File: config.mk
export PLATFORM = sky130hd
export DESIGN_NAME = e1_tx_hdb3_enc
export DESIGN_NICKNAME = d
export VERILOG_FILES = /design/src/rtl/e1_tx_hdb3_enc.sv
export SDC_FILE = /design/constraint.sdc
export NUM_CORES = 1
export LEC_CHECK = 0
export ABC_AREA = 1
export ABC_CLOCK_PERIOD_IN_PS = 1800
export BUFFER_PORTS_ARGS = -buffer_cell sky130_fd_sc_hd__buf_2
export CAP_MARGIN = 20
export CORE_ASPECT_RATIO = 1.2
export CORE_MARGIN = 4
export CORE_UTILIZATION = 25
export DETAILED_ROUTE_END_ITERATION = 7
export SETUP_SLACK_MARGIN = 0.4
export SYNTH_ARGS = -nofsm -noshare
export SYNTH_HDL_FRONTEND = slang
export SYNTH_SLANG_ARGS = --single-unit
File: constraint.sdc
create_clock -name clk -period 1.8 [get_ports clk]
set_input_delay 0.18 -clock clk [delete_from_list [all_inputs] [get_ports clk]]
set_output_delay 0.18 -clock clk [all_outputs]
set_load 0.01 [all_outputs]
File: src/rtl/e1_tx_hdb3_enc.sv
// E1 transmit line encoder: 4-symbol HDB3/AMI substitution pipeline feeding a fixed-width pulser.
// Optional V-symbol counter output (vcnt) is built when E1_TX_HDB3_VCNT_EN is defined.
module e1_tx_hdb3_enc #(
  parameter int unsigned PULSE_W = 7
) (
  input  logic        clk,
  input  logic        rst,
  input  logic        in_bit,
  input  logic        in_valid,
  input  logic        ctrl_hdb3,
  input  logic        ctrl_ais,
  input  logic        ctrl_tx_en,
  output logic        out_p,
  output logic        out_n,
`ifdef E1_TX_HDB3_VCNT_EN
  output logic [15:0] vcnt,
`endif
  output logic        out_sym_stb
);

  localparam int unsigned CntW = $clog2(PULSE_W + 1);

  typedef enum logic [1:0] {
    SymZero = 2'b00,
    SymMark = 2'b01,
    SymB    = 2'b10,
    SymV    = 2'b11
  } sym_e;

  localparam logic PolPos = 1'b1;
  localparam logic PolNeg = 1'b0;

  // sym_q[3] is the oldest symbol and the next one to leave the encoder.
  sym_e            sym_q [4];
  sym_e            sym_d [4];
  logic            last_pol_q, last_pol_d;
  logic            parity_q, parity_d;
  logic [CntW-1:0] cnt_q, cnt_d;
  logic            pol_q, pol_d;
  logic            stb_q;
  logic            p_q, n_q;

  logic            data;
  logic            all_zero;
  logic            pop_pulse;
  logic            pulse_pol;

  // Pop, push and substitution all resolve within the strobe cycle.
  always_comb begin
    sym_d      = sym_q;
    last_pol_d = last_pol_q;
    parity_d   = parity_q;
    pop_pulse  = 1'b0;
    pulse_pol  = pol_q;
    all_zero   = 1'b0;
    data       = ctrl_ais | in_bit;

    if (in_valid) begin
      case (sym_q[3])
        SymMark, SymB: begin
          pop_pulse  = 1'b1;
          pulse_pol  = ~last_pol_q;
          last_pol_d = ~last_pol_q;
        end
        SymV: begin
          pop_pulse = 1'b1;
          pulse_pol = last_pol_q;
        end
        default: begin
          pop_pulse = 1'b0;
        end
      endcase

      sym_d[3] = sym_q[2];
      sym_d[2] = sym_q[1];
      sym_d[1] = sym_q[0];
      if (data) begin
        sym_d[0] = SymMark;
      end else begin
        sym_d[0] = SymZero;
      end
      parity_d = parity_q ^ data;

      all_zero = (sym_d[3] == SymZero) && (sym_d[2] == SymZero) &&
                 (sym_d[1] == SymZero) && (sym_d[0] == SymZero);

      // All-zero window implies data=0, so parity_q is the mark parity since the last V.
      if (ctrl_hdb3 && all_zero) begin
        if (!parity_q) begin
          sym_d[3] = SymB;
        end
        sym_d[0] = SymV;
        parity_d = 1'b0;
      end
    end
  end

  // A strobe always restarts the pulser, truncating any pulse still in flight.
  always_comb begin
    cnt_d = cnt_q;
    pol_d = pol_q;
    if (in_valid) begin
      cnt_d = pop_pulse ? CntW'(PULSE_W) : '0;
      pol_d = pulse_pol;
    end else if (cnt_q != '0) begin
      cnt_d = cnt_q - CntW'(1);
    end
  end

  always_ff @(posedge clk or posedge rst) begin
    if (rst) begin
      sym_q      <= '{default: SymZero};
      last_pol_q <= PolNeg;
      parity_q   <= 1'b0;
      cnt_q      <= '0;
      pol_q      <= PolNeg;
      stb_q      <= 1'b0;
      p_q        <= 1'b0;
      n_q        <= 1'b0;
    end else begin
      sym_q      <= sym_d;
      last_pol_q <= last_pol_d;
      parity_q   <= parity_d;
      cnt_q      <= cnt_d;
      pol_q      <= pol_d;
      stb_q      <= in_valid;
      p_q        <= (cnt_d != '0) && (pol_d == PolPos);
      n_q        <= (cnt_d != '0) && (pol_d == PolNeg);
    end
  end

  assign out_p       = p_q & ctrl_tx_en;
  assign out_n       = n_q & ctrl_tx_en;
  assign out_sym_stb = stb_q;

`ifdef E1_TX_HDB3_VCNT_EN
  logic        v_q;
  logic [15:0] vcnt_q;

  always_ff @(posedge clk or posedge rst) begin
    if (rst) begin
      v_q    <= 1'b0;
      vcnt_q <= 16'h0000;
    end else begin
      v_q <= in_valid && (sym_q[3] == SymV);
      if (stb_q && v_q && (vcnt_q != 16'hffff)) begin
        vcnt_q <= vcnt_q + 16'd1;
      end
    end
  end

  assign vcnt = vcnt_q;
`endif

  a_no_overlap: assert property (@(posedge clk) disable iff (rst) !(out_p && out_n));

endmodule

==> summary.md <==
| Metric | Value |
|---|---|
| Status | finished clean |
| Slowest CP cell | dfrtp_1 |
| Flop-to-flop setup slack | about 470 ps |
| CP Capture Type | register |
| Place WS | between 400 and 500 ps |
| Largest net degree at the start of global routing | 18 |
| Synth Instances | 100 |
| Top cells by area, synth | dfrtp_1 50%, nand2_1 11%, inv_1 7.5% |
| Achievable Freq | approximately 750 MHz |
| TritonCTS clock tree | yes |
| Htree depth | 1 |
| Die Ht | between 70 and 80 µm |
| Lkg Pwr | ~0.52 nW |
| Number of synthesized flops with an enable pin | 0 |
| Slew Viols, Final | 0 |
| Setup violators final | 0 |
| Arr. time, crit path | approximately 1500 ps |
| Period utilization | 0.737 |
| Reg-to-Reg End | n_q |
| WL/cell | about 9.8 µm |
| Grt ovf | 0 |
| Final min period | roughly 1300 ps |
| Setup ws final | 474 ps |
| Critical path class | register to register |
| # rows | 22 |
| Post-CTS Setup Bufs | 0 |
| DRC Markers | 0 |
| Skew final | about 10 ps |
| RSZ-0062 raised after global routing | false |
| CP delay by family, top | flip-flops |
| R2R cell count | 10 |
| Die width | between 60 and 70 µm |
| I/O Buffers | 9 |
| Required time worst endpoint | approximately 2000 ps |
| Synth-to-layout area growth | 16.9% |
| Rel. slew slack | 0.579 |
| CTS max path bufs | 2 |
| Worst hold margin | 143 ps |
| Syn Area/Cell | between 8 and 9 µm² |
| Crit path largest cell delay | about 400 ps |
| Critical path depth in cells | 10 |
| Top_reg_cell synth | dfrtp_1 |
| Synth warn | 0 |
| Most frequent cells after synthesis | 25 x nand2_1, 17 x dfrtp_1, 17 x inv_1 |
| DR pass1 iterations | 4 |
| Yosys top cell by area | dfrtp_1 |
| CTS Buf Count | 3 |
| CP startpoint kind | register |
| Worst-Skew Late Latency | 300 ps |
| RR Startpoint | cnt_q[0] |
| Layout cells sized above 1 | 0.313 |
| Die area | about 0.0044 mm² |
| DRT iter0 DRCs | 16 |
| Syn Std Cell Area | approximately 850 µm² |
| Pwr dens | around 1000 mW/mm² |
| Via density | roughly 4.2 |
| Vias in the first global route | 660 |
| Ports | 10 |
| Clock sinks | 17 |
| IR drop worst, VDD | approximately 0.00067 V |
| Worst Hold Launch | in_valid |
| Min-Delay Endpoint | out_sym_stb |
| FFs w/ async S/R, synth | 1.00 |
| Worst Hold Depth | 1 |
| Clk pin slew, worst setup/hold paths | 110 ps |
| Fin Setup TNS | 0 ps |
| Worst Hold Class | primary input to register |
| First-pass GRT wire length | 2760 µm |
| Placeable Area | ~0.0032 mm² |
| Root buffer cell | clkbuf_4 |
| Final #Nets | about 130 |
| Critical Path Fanout Max | 2 |
| Tightest Pin Transition | between 600 and 700 ps |
| Final hold vios | 0 |
| Synth top area share | 0.500 |
| Syn nets | ~110 |
| Critical path buffers and inverters | 4 |
| Max_cap viols | 0 |
| Antenna diodes | 0 |
| GPL Wtd Cong | just over 0.7 |
| DRT Wirelength | 1460 µm |
| Vias post-DR | about 620 |
| Cell variety after synth | 17 |
| Most frequent cell after synthesis | nand2_1 |
| Critical Path, Cell by Cell | inv_2 -> ha_4 -> inv_1 -> ha_1 -> inv_1 -> o21ai_2 -> inv_2 -> nand2_2 -> nor2_4 -> nor2_2 |
| Seq cells post-synth | 17 |
| Initial Util | 0.269 |
| Post-route antenna net violation count | 0 |
| Hpwl dp | slightly above 1000 µm |
| Register area share after synthesis | 0.500 |
| Total Routing Usage GR | 0.0823 |
| Initial antenna violation count | 0 |
-- cells in the final DEF, fill, tap and decap left out, drive strengths merged --
cell type | Yosys | final
buf | 2 | 9
nor2 | 11 | 11
inv | 21 | 21
dlygate4sd3 | 0 | 1
nand3 | 6 | 6
clkbuf | 0 | 3
clkinv | 1 | 2
ha | 5 | 5
o21ai | 8 | 8
dfrtp | 17 | 17
a21oi | 2 | 2
nand2 | 27 | 27
-- flip-flops by register name (all words and copies together) (netlist names) --
name	count
cnt_q	3
parity_q	1
pol_q	1
p_q	1
last_pol_q	1
out_sym_stb	1
sym_q	8
n_q	1
-- power breakdown --
group | total [W] | switching (W) | internal (W)
clock | 0.000212 | 0.000129 | 0.0000829
combinational | 0.000311 | 0.000186 | 0.000125
sequential | 0.000497 | 0.0000391 | 0.000458
-- stage by stage --
step                       util  total power, W  instance area (µm²)  std cells
final                     0.314         0.00102                  995        148
after global routing      0.314         0.00111                  995        148
after CTS                 0.305        0.000995                  965        148
after detailed placement  0.292        0.000778                  925        143
after global placement    0.292        0.000760                  925        143
after floorplan               -        0.000714                  851        100
-- layer usage --
metal  wire length [µm]  vias to the layer above  track usage  part of all wire
met5                  0                        -            0                 0
met4                 25                        0       0.0289             0.017
met3                 69                        4       0.0374             0.047
met2                740                       11        0.131              0.51
met1                620                      285       0.0962              0.43
li1                   -                      324            -                 -
-- worst max path at each step --
stage,startpoint,end
6_report,cnt_q[0],n_q
5_1_grt,cnt_q[0],n_q
4_1_cts,cnt_q[0],n_q
3_5_place_dp,cnt_q[0],n_q
3_3_place_gp,cnt_q[0],n_q
2_1_floorplan,cnt_q[0],n_q
-- kinds of logic after synthesis --
logic type / after synthesis / synth area share
simple gates: 44 / 0.241
flops: 17 / 0.500
buf+inv: 24 / 0.118
compound gates: 10 / 0.0677
fa+ha+maj: 5 / 0.0735
-- final cells by class --
type | count | area (µm²)
clock inverter | 1 | 5.00
inverter | 22 | 83.8
sequential | 17 | 425
multi-input combinational | 59 | 358
clock buffer | 3 | 22.5
fill | 325 | 2170
tap | 36 | 45.0
timing repair buffer | 10 | 55.1
-- timing repair --
item / CTS / global route
endpoints found under the setup margin: 2 / 2
hold endpoints to repair: 17 / 0
pin swaps: 0 / 1
hold buffers: 1 / 0
resized for setup: 1 / 7
No activity file was read; power rests on OpenSTA's default activity.
